`config.mk`:
```
export PLATFORM = sky130hd
export DESIGN_NAME = mem_stage
export DESIGN_NICKNAME = d
export VERILOG_FILES = /design/src/rtl/mem_stage.sv
export SDC_FILE = /design/constraint.sdc
export NUM_CORES = 1
export LEC_CHECK = 0
export CAP_MARGIN = 0
export CORE_AREA = 3 3 111 113
export CTS_CLUSTER_SIZE = 30
export DETAILED_ROUTE_END_ITERATION = 7
export DIE_AREA = 0 0 114 116
export PLACE_DENSITY = 0.79
export SLEW_MARGIN = 20
export SYNTH_ARGS = -nofsm -noshare
export SYNTH_HDL_FRONTEND = slang
export SYNTH_SLANG_ARGS = --single-unit
```
`constraint.sdc`:
```
create_clock -name clk -period 8.5 [get_ports clk]
set_clock_uncertainty 0.2 [all_clocks]
set_input_delay 2.55 -clock clk [delete_from_list [all_inputs] [get_ports clk]]
set_output_delay 2.55 -clock clk [all_outputs]
set_load 0.01 [all_outputs]
```
`src/rtl/mem_stage.sv`:
```
// Memory stage: issues data-memory requests for loads/stores, extracts and
// extends load data, stalls the front of the pipe while an access is open,
// and registers the MEM/WB result.
module mem_stage (
  input  logic        clk,
  input  logic        rst,
  input  logic        i_valid,
  input  logic [1:0]  i_rd_dest_select,
  input  logic [2:0]  i_store_sel,
  input  logic [2:0]  i_load_sel,
  input  logic        i_dmem_ren,
  input  logic        i_dmem_wen,
  input  logic [31:0] i_alu_result,
  input  logic [31:0] i_immediate,
  input  logic [31:0] i_pc_plus_4,
  input  logic [31:0] i_rs2_data,
  input  logic [4:0]  i_rd_waddr,
  input  logic        i_rd_wen,
  output logic        o_stall,
  output logic        o_dmem_req,
  output logic        o_dmem_wen,
  output logic [31:0] o_dmem_addr,
  output logic [3:0]  o_dmem_mask,
  output logic [31:0] o_dmem_wdata,
  input  logic        i_dmem_ready,
  input  logic        i_dmem_rvalid,
  input  logic [31:0] i_dmem_rdata,
  output logic        o_wb_valid,
  output logic        o_wb_rd_wen,
  output logic        o_wb_trap,
  output logic [4:0]  o_wb_rd_waddr,
  output logic [31:0] o_wb_data
);

  localparam int unsigned XLEN  = 32;
  localparam int unsigned MASKW = 4;
  localparam int unsigned RADRW = 5;

  typedef enum logic [0:0] {S_IDLE = 1'b0, S_RESP = 1'b1} state_e;
  typedef enum logic [1:0] {SZ_B = 2'd0, SZ_H = 2'd1, SZ_W = 2'd2} size_e;

  state_e state_q;

  logic [1:0]       off;
  logic             is_store;
  logic             is_mem;
  size_e            size;
  logic             load_unsigned;
  logic             misaligned;
  logic             trap_c;
  logic             memop_c;
  logic [MASKW-1:0] mask_c;
  logic [XLEN-1:0]  wdata_c;
  logic [7:0]       ld_byte;
  logic [15:0]      ld_half;
  logic [XLEN-1:0]  load_data_c;
  logic             req_c;
  logic             stall_c;

  logic             wb_valid_q,    wb_valid_d;
  logic             wb_rd_wen_q,   wb_rd_wen_d;
  logic             wb_trap_q,     wb_trap_d;
  logic [RADRW-1:0] wb_rd_waddr_q, wb_rd_waddr_d;
  logic [XLEN-1:0]  wb_data_q,     wb_data_d;

  // Access decode: size, alignment, byte mask, lane-replicated store data.
  always_comb begin
    off           = i_alu_result[1:0];
    is_store      = i_dmem_wen;
    is_mem        = i_dmem_ren | i_dmem_wen;
    size          = SZ_W;
    load_unsigned = 1'b0;
    if (is_store) begin
      case (i_store_sel)
        3'b000:  size = SZ_B;
        3'b001:  size = SZ_H;
        default: size = SZ_W;
      endcase
    end else begin
      case (i_load_sel)
        3'b000:  size = SZ_B;
        3'b001:  size = SZ_H;
        3'b100: begin size = SZ_B; load_unsigned = 1'b1; end
        3'b101: begin size = SZ_H; load_unsigned = 1'b1; end
        default: size = SZ_W;
      endcase
    end
    misaligned = ((size == SZ_H) && off[0]) || ((size == SZ_W) && (off != 2'b00));
    trap_c     = i_valid & is_mem & misaligned;
    memop_c    = i_valid & is_mem & ~misaligned;
    case (size)
      SZ_B: begin
        mask_c  = MASKW'(4'b0001 << off);
        wdata_c = {4{i_rs2_data[7:0]}};
      end
      SZ_H: begin
        mask_c  = off[1] ? 4'b1100 : 4'b0011;
        wdata_c = {2{i_rs2_data[15:0]}};
      end
      default: begin
        mask_c  = 4'b1111;
        wdata_c = i_rs2_data;
      end
    endcase
  end

  // Load lane extraction and sign/zero extension.
  always_comb begin
    ld_byte = i_dmem_rdata[{off, 3'b000} +: 8];
    ld_half = off[1] ? i_dmem_rdata[31:16] : i_dmem_rdata[15:0];
    case (size)
      SZ_B:    load_data_c = load_unsigned ? {24'd0, ld_byte} : {{24{ld_byte[7]}}, ld_byte};
      SZ_H:    load_data_c = load_unsigned ? {16'd0, ld_half} : {{16{ld_half[15]}}, ld_half};
      default: load_data_c = i_dmem_rdata;
    endcase
  end

  // Request drive and pipeline stall.
  always_comb begin
    req_c   = (state_q == S_IDLE) & memop_c;
    stall_c = ((state_q == S_IDLE) & memop_c & ~(is_store & i_dmem_ready)) |
              ((state_q == S_RESP) & ~i_dmem_rvalid);
    o_stall      = stall_c;
    o_dmem_req   = req_c;
    o_dmem_wen   = req_c & is_store;
    o_dmem_addr  = req_c ? {i_alu_result[31:2], 2'b00} : '0;
    o_dmem_mask  = req_c ? mask_c : '0;
    o_dmem_wdata = req_c ? wdata_c : '0;
  end

  // Access FSM: IDLE issues the request, RESP waits for load data.
  always_ff @(posedge clk) begin
    if (rst) begin
      state_q <= S_IDLE;
    end else begin
      case (state_q)
        S_IDLE:  if (memop_c && !is_store && i_dmem_ready) state_q <= S_RESP;
        S_RESP:  if (i_dmem_rvalid) state_q <= S_IDLE;
        default: state_q <= S_IDLE;
      endcase
    end
  end

  // Writeback next-state: retire current instruction or insert a bubble.
  always_comb begin
    wb_valid_d    = 1'b0;
    wb_rd_wen_d   = 1'b0;
    wb_trap_d     = 1'b0;
    wb_rd_waddr_d = wb_rd_waddr_q;
    wb_data_d     = wb_data_q;
    if (!stall_c) begin
      wb_valid_d    = i_valid;
      wb_trap_d     = trap_c;
      wb_rd_wen_d   = i_valid & i_rd_wen & ~trap_c & ~(is_store & is_mem);
      wb_rd_waddr_d = i_rd_waddr;
      case (i_rd_dest_select)
        2'b00:   wb_data_d = i_alu_result;
        2'b01:   wb_data_d = load_data_c;
        2'b10:   wb_data_d = i_pc_plus_4;
        default: wb_data_d = i_immediate;
      endcase
    end
  end

  // MEM/WB register.
  always_ff @(posedge clk) begin
    if (rst) begin
      wb_valid_q    <= 1'b0;
      wb_rd_wen_q   <= 1'b0;
      wb_trap_q     <= 1'b0;
      wb_rd_waddr_q <= '0;
      wb_data_q     <= '0;
    end else begin
      wb_valid_q    <= wb_valid_d;
      wb_rd_wen_q   <= wb_rd_wen_d;
      wb_trap_q     <= wb_trap_d;
      wb_rd_waddr_q <= wb_rd_waddr_d;
      wb_data_q     <= wb_data_d;
    end
  end

  assign o_wb_valid    = wb_valid_q;
  assign o_wb_rd_wen   = wb_rd_wen_q;
  assign o_wb_trap     = wb_trap_q;
  assign o_wb_rd_waddr = wb_rd_waddr_q;
  assign o_wb_data     = wb_data_q;

endmodule
```
==> impl_metrics.env, run 1 <==
export IMPL_cts_resized=0
export IMPL_synthCells=515
export IMPL_switching_power_w=0.0002364
export IMPL_dr_pass1_iters=5
export IMPL_layout_drive_gt1_share_pct=7.364
export IMPL_initial_core_util_pct=32.85
export IMPL_min_period_over_period_pct=94.65
export IMPL_async_reset_ff_share_pct=0
export IMPL_hp_class="register to register"
export IMPL_peakVddDrop_uv=69.52
export IMPL_setup_viol=0
export IMPL_cap_violations=0
export IMPL_num_io_pins=292
export IMPL_max_freq_mhz=124.3
export IMPL_synth_seq_cells=41
export IMPL_dpl_worst_slack_ps=450.7
export IMPL_holdBufCountCts=0
export IMPL_wl_per_cell_um=19.77
export IMPL_startpoint_type="input pin"
export IMPL_status="completed"
export IMPL_drcViolationCount=0
export IMPL_overflow=0
export IMPL_cts_tree="built"
export IMPL_arrival_ps=5300
export IMPL_cts_path_max_buffers=2
export IMPL_nets=955
export IMPL_wl_um=18130
export IMPL_syn_to_final_growth_pct=81.62
export IMPL_antenna_cells=0
export IMPL_p_leak_nw=2.531
export IMPL_p_seq_share_pct=29.6
export IMPL_synth_area_per_cell_um2=7.284
export IMPL_ys_flop_type="dfxtp_1"
export IMPL_criticalPathCategory="input pin to output pin"
export IMPL_setup_slack_ps=454.7
export IMPL_placementRows=39
export IMPL_yosysWarnings=0
export IMPL_power_w=0.0007490
export IMPL_clock_latency_ps=280
export IMPL_routed_via_density=5.482
export IMPL_cts_max_level=2
export IMPL_intPower_w=0.0005126
export IMPL_fin_setup_tns_ps=0
export IMPL_grtUsageTotal_pct=25.70
export IMPL_cts_buffers_inserted=5
export IMPL_clkSinkCount=41
export IMPL_tightest_slew_ps=913.5
export IMPL_ys_types=61
export IMPL_layout_common_cells="clkdlybuf4s50_1, nand2_1, nor2_1, dfxtp_1, and2_1"
export IMPL_routed_via_count=5027
export IMPL_dp_hpwl_um=13990
export IMPL_path_max_fanout=39
export IMPL_layout_commonest_cell="clkdlybuf4s50_1"
export IMPL_postRouteAntennaNets=0
export IMPL_fin_area_um2=6813
export IMPL_slew_headroom_pct=39.10
export IMPL_grt_max_degree=51
export IMPL_postCtsSetupRepairBufs=0
export IMPL_clk_pin_slew_worst_paths_ps=60
export IMPL_p_per_area_nw_per_um2=109.9
export IMPL_comb_power_share_pct=44.4
export IMPL_grt_pass1_vias=4927
export IMPL_place_area_um2=6666
export IMPL_synthesis_area_um2=3751
export IMPL_min_period_ps=8045
export IMPL_crit_path_end_kind="output pin"
export IMPL_gp_congestion=0.8458
export IMPL_synth_seq_area_share_pct=21.88
export IMPL_grt_pass1_wl_um=27090
export IMPL_antenna_found_initial=0
export IMPL_p_sw_share_pct=31.56
export IMPL_hold_violations=0
export IMPL_dieWidth_um=114
export IMPL_crit_required_ps=5750
export IMPL_cts_root_buf="clkbuf_16"
export IMPL_final_util_pct=59.66
export IMPL_dr_first_iter_drc_count=379
export IMPL_synth_edff_count=0
export IMPL_core_area_um2=11420
export IMPL_die_height_um=116
export IMPL_rsz0062_at_grt="no"
export IMPL_port_buffers=289
export IMPL_p_clk_share_pct=26.1
export IMPL_slew_viol_final=0
export IMPL_die_area_um2=13220
## cells by family after synthesis
logic type,after synthesis,share of synthesized area (%)
and+or+nand+nor,202,27.29
AOI/OAI and AO/OA,169,30.45
buffers and inverters,65,7.939
DFF,41,21.88
muxes,35,11.87
xor gates and xnor gates,2,0.4671
other,1,0.09997
## area by class of cell
class	instances	area, um^2
Clock inverter	1	7.507
Inverter	17	63.81
Clock buffer	6	138.9
Sequential cell	41	820.8
Multi-Input combinational cell	410	2650
Tap cell	143	178.9
Timing Repair Buffer	299	2953
Fill cell	1062	4606
## synth_stat cells (3+ instances only)
master | n | area [um^2]
o41ai_1 | 6 | 52.55
nor2_1 | 43 | 161.4
o32ai_1 | 4 | 35.03
nor3_1 | 20 | 100.1
or2_2 | 3 | 18.77
mux4_2 | 6 | 135.1
a21oi_1 | 35 | 175.2
nor2b_1 | 5 | 31.28
inv_1 | 15 | 56.30
buf_1 | 3 | 11.26
a211oi_1 | 20 | 150.1
o21ai_1 | 3 | 15.01
a221oi_1 | 16 | 140.1
nand2b_1 | 8 | 50.05
a2111oi_0 | 5 | 43.79
buf_4 | 7 | 52.55
nand2_1 | 60 | 225.2
a211o_1 | 4 | 35.03
nand3b_1 | 12 | 90.09
o22ai_1 | 17 | 106.4
and2_1 | 37 | 231.5
mux2_2 | 16 | 180.2
dfxtp_1 | 41 | 820.8
mux2i_1 | 13 | 130.1
buf_2 | 16 | 80.08
o21a_1 | 5 | 37.54
o21ai_0 | 35 | 175.2
clkbuf_1 | 21 | 78.83
## final timing paths
| path | start | end | slack [ps] | cells past startpoint |
|---|---|---|---|---|
| setup / recovery | i_dmem_wen | o_dmem_addr[22] | 450 | 9 |
| hold / removal | o_wb_rd_waddr[4] | o_wb_rd_waddr[4] | 260 | 2 |
| setup reg to reg | state_q | o_wb_data[6] | 6310 | 6 |
| hold reg to reg | o_wb_rd_waddr[4] | o_wb_rd_waddr[4] | 260 | 2 |
## layer usage
| metal | global-route usage, % | up-vias | wire length (um) |
|---|---|---|---|
| met5 | 0 | - | 0 |
| met4 | 5.146 | 0 | 361 |
| met3 | 4.700 | 28 | 1176 |
| met2 | 44.69 | 224 | 8924 |
| met1 | 33.44 | 2365 | 7668 |
| li1 | - | 2410 | - |
## registers in the layout, indices dropped and copies added, names as in the netlist
register / count
o_wb_trap: 1
o_wb_valid: 1
o_wb_rd_wen: 1
state_q: 1
o_wb_data: 32
o_wb_rd_waddr: 5
## power groups by stage
stage                     Sequential, W  Combinational, W  Clock, W
after global routing           0.000223          0.000356  0.000205
after global placement         0.000224          0.000326         0
after floorplan                0.000233          0.000132         0
after detailed placement       0.000225          0.000331         0
after CTS                      0.000221          0.000332  0.000198
final                          0.000221          0.000332  0.000195
## worst max-delay path, stage by stage
cell	delay, ps
clkdlybuf4s50_1	540
buf_4	200
nor4b_1	500
nor2_2	70
nand2_1	110
nand3_2	90
inv_2	470
and2_1	220
clkdlybuf4s50_1	540
## through the flow
step	instances	hold WS, ps
final	917	263.2
after global routing	917	280.9
after CTS	917	265.9
after detailed placement	910	255.1
after global placement	910	240.2
after floorplan	516	276.1
(Power assumes the default switching activity.)
==> run 2, diff against run 1 <==
- RECOVER_POWER: unset -> 100
==> run 2 against run 1 <==
  * The flow now finishes with violations (capacitance limit, slew limit)
  * Global-route usage is the same
  * Cell count is the same
  * Sequential share of layout area up 0.062 points
  * Power is 1.9% lower
  * Utilization fell by 0.31 points
  * Maximum frequency is 1.1% lower
  * Largest power group unchanged
  * Count of clock-buffer cells in the layout stayed put
  * Non-clock buffer count did not move
  * Flip-flop and latch count stayed put
  * Clock power about the same
  * Worst hold slack worse by 1.6 ps
==> impl_metrics.env, run 2 (synthesis results as in run 1) <==
export IMPL_cpPeakStageDelay_ps=610
export IMPL_cts_root_buf="clkbuf_16"
export IMPL_peakVddDrop_uv=69.53
export IMPL_initial_core_util_pct=32.85
export IMPL_power_w=0.0007349
export IMPL_grt_pass1_wl_um=27090
export IMPL_hold_violations=0
export IMPL_min_from="o_wb_rd_waddr[4]"
export IMPL_setup_viol=0
export IMPL_finalNonFillerCells=917
export IMPL_num_io_pins=292
export IMPL_ff2ff_setup_slack_ps=5180
export IMPL_r2r_cells=6
export IMPL_grt_max_degree=51
export IMPL_nets=955
export IMPL_fin_setup_tns_ps=0
export IMPL_slew_viol_final=73
export IMPL_gp_congestion=0.8458
export IMPL_dr_pass1_iters=5
export IMPL_clock_latency_ps=280
export IMPL_violations="capacitance limit, slew limit"
export IMPL_final_util_pct=59.36
export IMPL_worst_path_buf_inv=4
export IMPL_wl_um=18140
export IMPL_r2r_end="o_wb_data[6]"
export IMPL_layout_commonest_cell="clkdlybuf4s50_1"
export IMPL_rsz0062_at_grt="no"
export IMPL_reg2reg_from="state_q"
export IMPL_slowest_stage="dlygate4sd3_1"
export IMPL_wl_per_cell_um=19.78
export IMPL_path_max_fanout=39
export IMPL_holdBufCountCts=0
export IMPL_port_buffers=289
export IMPL_tightest_slew_ps=1701
export IMPL_dieWidth_um=114
export IMPL_cap_violations=2
export IMPL_cp_cell_sequence="clkdlybuf4s50_1 -> buf_4 -> nor4b_1 -> nor2_2 -> nand2_1 -> nand3_2 -> inv_2 -> and2_1 -> dlygate4sd3_1"
export IMPL_clkSinkCount=41
export IMPL_dp_cells=910
export IMPL_cts_tree="built"
export IMPL_p_leak_nw=2.748
export IMPL_holdPathEnd="o_wb_rd_waddr[4]"
export IMPL_min_period_ps=8139
export IMPL_criticalPathCategory="input pin to output pin"
export IMPL_syn_to_final_growth_pct=80.69
export IMPL_crit_required_ps=5750
export IMPL_placementRows=39
export IMPL_cts_resized=0
export IMPL_largest_register_ffs=32
export IMPL_routed_via_count=5021
export IMPL_cts_buffers_inserted=5
export IMPL_status="finished with violations"
export IMPL_fin_hold_ws_ps=261.6
export IMPL_antenna_found_initial=0
export IMPL_dr_first_iter_drc_count=346
export IMPL_min_period_over_period_pct=95.75
export IMPL_layout_drive_gt1_share_pct=6.718
export IMPL_die_height_um=116
export IMPL_dp_hpwl_um=13990
export IMPL_clk_pin_slew_worst_paths_ps=60
export IMPL_startpoint_type="input pin"
export IMPL_cts_path_max_buffers=2
export IMPL_grt_pass1_vias=4927
export IMPL_arrival_ps=5390
export IMPL_postRouteAntennaNets=0
export IMPL_antenna_cells=0
export IMPL_routed_via_density=5.475
export IMPL_core_area_um2=11420
export IMPL_crit_path_end_kind="output pin"
export IMPL_drcViolationCount=0
export IMPL_grtUsageTotal_pct=25.70
export IMPL_hold_depth=2
export IMPL_die_area_um2=13220
export IMPL_postCtsSetupRepairBufs=0
export IMPL_cp_top_family="buffers and inverters"
export IMPL_hp_class="register to register"
export IMPL_slew_headroom_pct=-13.40
export IMPL_cts_max_level=2
export IMPL_overflow=0
export IMPL_max_freq_mhz=122.9
export IMPL_p_per_area_nw_per_um2=108.4
export IMPL_layout_common_cells="clkdlybuf4s50_1, dlygate4sd3_1, nand2_1, nor2_1, dfxtp_1"
==> run 2: power breakdown <==
group,internal [W],switching (W)
Sequential,0.000211,0.00000941
Clock,0.000115,0.0000801
Combinational,0.000174,0.000145
==> run 2: worst max path at each step <==
stage	cells past startpoint	slack, ps	endpoint	startpoint
after detailed placement	9	450	o_dmem_addr[23]	i_dmem_wen
final	9	360	o_dmem_addr[22]	i_dmem_wen
after floorplan	5	1730	o_dmem_mask[3]	i_store_sel[2]
after global placement	9	620	o_dmem_addr[20]	i_dmem_wen
after CTS	9	450	o_dmem_addr[24]	i_dmem_wen
after global routing	9	90	o_dmem_addr[22]	i_dmem_wen
==> run 2: worst min-delay path, cell delays in order (launching register included) <==
cell     delay, ps
dfxtp_1        310
nand2_1         50
a21oi_1         50
==> run 2: cell type report <==
class,count,area (um^2)
Clock buffer,6,138.9
Clock inverter,1,7.507
Fill cell,1072,4641
Inverter,17,63.81
Multi-Input combinational cell,410,2625
Sequential cell,41,820.8
Tap cell,143,178.9
Timing Repair Buffer,299,2943
==> run 2: layer usage <==
layer  GRT usage [%]  part of all wire [%]
met5               0                     0
met4           5.146                   1.9
met3           4.700                   7.5
met2           44.69                    49
met1           33.44                    41
==> run 2: stage by stage <==
step / instance area, um^2 / setup WS, ps
after floorplan: 3755 / 1731
after CTS: 6813 / 448.0
after global placement: 6666 / 618.8
after detailed placement: 6666 / 450.7
final: 6778 / 361.5
after global routing: 6778 / 88.78
==> run 3, diff against run 2 <==
- ABC_AREA: unset -> 1
- CORE_AREA: 3 3 111 113 -> 3 3 113 115
- DIE_AREA: 0 0 114 116 -> 0 0 116 118
- PLACE_DENSITY: 0.79 -> 0.78
==> run 3 against run 2 <==
  * The run still ends with capacitance limit, slew limit left
  * Clock power is 10% higher
  * Sequential share of layout area is 0.38 points lower
  * Sequential power about the same
  * Critical path type unchanged
  * Critical endpoint is now o_dmem_mask[3]
  * Largest cell class unchanged
==> impl_metrics.env, run 3 <==
export IMPL_synth_top_area_share_pct=20.83
export IMPL_slew_headroom_pct=-48.98
export IMPL_finalNonFillerCells=1128
export IMPL_layout_common_cells="clkdlybuf4s50_1, nand2_1, nor2_1, dlygate4sd3_1, inv_1"
export IMPL_grtUsageTotal_pct=26.09
export IMPL_antenna_cells=0
export IMPL_synth_edff_count=0
export IMPL_tightest_slew_ps=2235
export IMPL_fin_hold_ws_ps=263.5
export IMPL_cap_violations=1
export IMPL_yosysTopAreaCell="dfxtp_1"
export IMPL_startpoint_type="input pin"
export IMPL_placementRows=40
export IMPL_synth_seq_area_share_pct=20.83
export IMPL_max_freq_mhz=121.7
export IMPL_dr_pass1_iters=7
export IMPL_gp_congestion=0.8623
export IMPL_peakVddDrop_uv=65.27
export IMPL_cp_cell_sequence="dlygate4sd3_1 -> nor2_4 -> inv_1 -> nand2_2 -> nand3_1 -> o21ai_0 -> nor2_1 -> dlygate4sd3_1"
export IMPL_p_leak_nw=3.394
export IMPL_yosysWarnings=0
export IMPL_power_w=0.0007630
export IMPL_cpMostUsedCell="dlygate4sd3_1"
export IMPL_die_area_um2=13690
export IMPL_cts_root_buf="clkbuf_16"
export IMPL_num_io_pins=292
export IMPL_cts_resized=0
export IMPL_ys_flop_type="dfxtp_1"
export IMPL_synth_top_family_by_area="simple AND/OR/NAND/NOR gates"
export IMPL_synthXorXnorAreaFrac_pct=0
export IMPL_holdBufCountCts=0
export IMPL_crit_required_ps=5750
export IMPL_routed_via_count=5687
export IMPL_synthCells=719
export IMPL_fillers=1203
export IMPL_min_period_over_period_pct=96.65
export IMPL_fin_setup_tns_ps=0
export IMPL_synth_fa_ha_area_share_pct=0
export IMPL_synthesis_area_um2=3941
export IMPL_grt_max_degree=50
export IMPL_synth_compound_area_share_pct=21.17
export IMPL_drcViolationCount=0
export IMPL_yosys_area_share_simple_pct=42.41
export IMPL_violations="capacitance limit, slew limit"
export IMPL_p_per_area_nw_per_um2=109.1
export IMPL_clk_pin_slew_worst_paths_ps=60
export IMPL_core_area_um2=11910
export IMPL_rsz0062_at_grt="no"
export IMPL_port_buffers=289
export IMPL_hold_violations=0
export IMPL_worst_path_buf_inv=3
export IMPL_status="finished with violations"
export IMPL_layout_commonest_cell="clkdlybuf4s50_1"
export IMPL_grt_pass1_vias=5391
export IMPL_initial_core_util_pct=33.09
export IMPL_min_period_ps=8215
export IMPL_yosysMostFrequentCell="nand2_1"
export IMPL_criticalPathCategory="input pin to output pin"
export IMPL_cts_buffers_inserted=5
export IMPL_cts_path_max_buffers=2
export IMPL_routed_via_density=5.042
export IMPL_netlist_top_cells_count="nand2_1, nor2_1, inv_1"
export IMPL_setup_slack_ps=284.8
export IMPL_path_max_fanout=19
export IMPL_crit_path_end_kind="output pin"
export IMPL_overflow=0
export IMPL_ys_types=31
export IMPL_grt_pass1_wl_um=28290
export IMPL_largest_register_ffs=32
export IMPL_nets=1162
export IMPL_wl_per_cell_um=16.55
export IMPL_arrival_ps=5470
export IMPL_layout_drive_gt1_share_pct=4.485
export IMPL_wl_um=18670
export IMPL_slew_viol_final=50
export IMPL_dieWidth_um=116
export IMPL_dp_cells=1121
export IMPL_postCtsSetupRepairBufs=0
export IMPL_async_reset_ff_share_pct=0
export IMPL_hp_class="register to register"
export IMPL_setup_viol=0
export IMPL_dpl_worst_slack_ps=422.1
export IMPL_clkSinkCount=41
export IMPL_cts_tree="built"
export IMPL_postRouteAntennaNets=0
export IMPL_syn_to_final_growth_pct=77.49
export IMPL_cts_max_level=2
export IMPL_clock_latency_ps=290
export IMPL_cpPeakStageDelay_ps=670
export IMPL_die_height_um=118
export IMPL_slowest_stage="dlygate4sd3_1"
export IMPL_synth_top_cells_by_area="dfxtp_1, nand2_1, nor2_1, inv_1, o21ai_0"
export IMPL_dp_hpwl_um=14850
export IMPL_antenna_found_initial=0
export IMPL_cp_top_family="buffers and inverters"
export IMPL_muxShareOfSynthArea_pct=0
export IMPL_dr_first_iter_drc_count=454
export IMPL_synth_area_per_cell_um2=5.482
export IMPL_synth_seq_cells=41
==> run 3: cell types whose count changed after synthesis, moves of 13 or more <==
cell	delta
o21ai_0	+26
mux2_2	-16
a211oi_1	-19
nor2_1	+80
inv_1	+72
nand3_1	+49
and2_1	-37
nand2_1	+128
mux2i_1	-13
==> run 3: area by class of cell <==
class	instances	area (um^2)	share of cell area [%]
multi-input combinational	541	2515	35.95
clock buffer	5	125.1	1.789
tap	147	183.9	2.629
inverter	90	337.8	4.829
sequential	41	820.8	11.73
clock inverter	2	35.03	0.5008
timing repair buffer	302	2978	42.57
==> run 3: final timing paths <==
check                     start              to  slack (ps)  cells past startpoint
hold / removal    o_wb_data[18]   o_wb_data[18]         260                      2
setup / recovery     i_dmem_wen  o_dmem_mask[3]         280                      8
hold reg to reg   o_wb_data[18]   o_wb_data[18]         260                      2
setup reg to reg        state_q   o_wb_data[11]        4550                      7
==> run 3: per-stage QoR <==
| stage | utilization (%) | instance area [um^2] |
|---|---|---|
| 6_report | 58.73 | 6995 |
| 5_1_grt | 58.73 | 6995 |
| 4_1_cts | 58.89 | 7014 |
| 3_5_place_dp | 57.54 | 6854 |
| 3_3_place_gp | 57.54 | 6854 |
| 2_1_floorplan | - | 3945 |
==> run 3: worst reg2reg max path: stages (launching register included) <==
cell and delay [ps]:
dfxtp_1 310, nor2_1 190, nand4_2 120, nand2_1 110, clkbuf_1 1590, inv_1 820
o21ai_0 400, a21oi_1 70
==> run 3: report_power, final <==
part | internal, W | switching [W] | total, W
Combinational | 0.000167 | 0.000164 | 0.000331
Sequential | 0.000210 | 0.00000754 | 0.000218
Clock | 0.000136 | 0.0000784 | 0.000215
==> run 3: cells by family (layout without fill, tap and decap cells) <==
logic type / Yosys count / in the layout
simple gates: 398 / 398
compound gates: 141 / 141
buf+inv: 138 / 399
flops: 41 / 41
other cells: 1 / 2
==> run 3: per-layer routing <==
layer / wire, um / track usage, %
met5: 0 / 0
met2: 9336 / 46.98
met3: 1608 / 5.296
met1: 7532 / 31.67
met4: 190 / 5.221
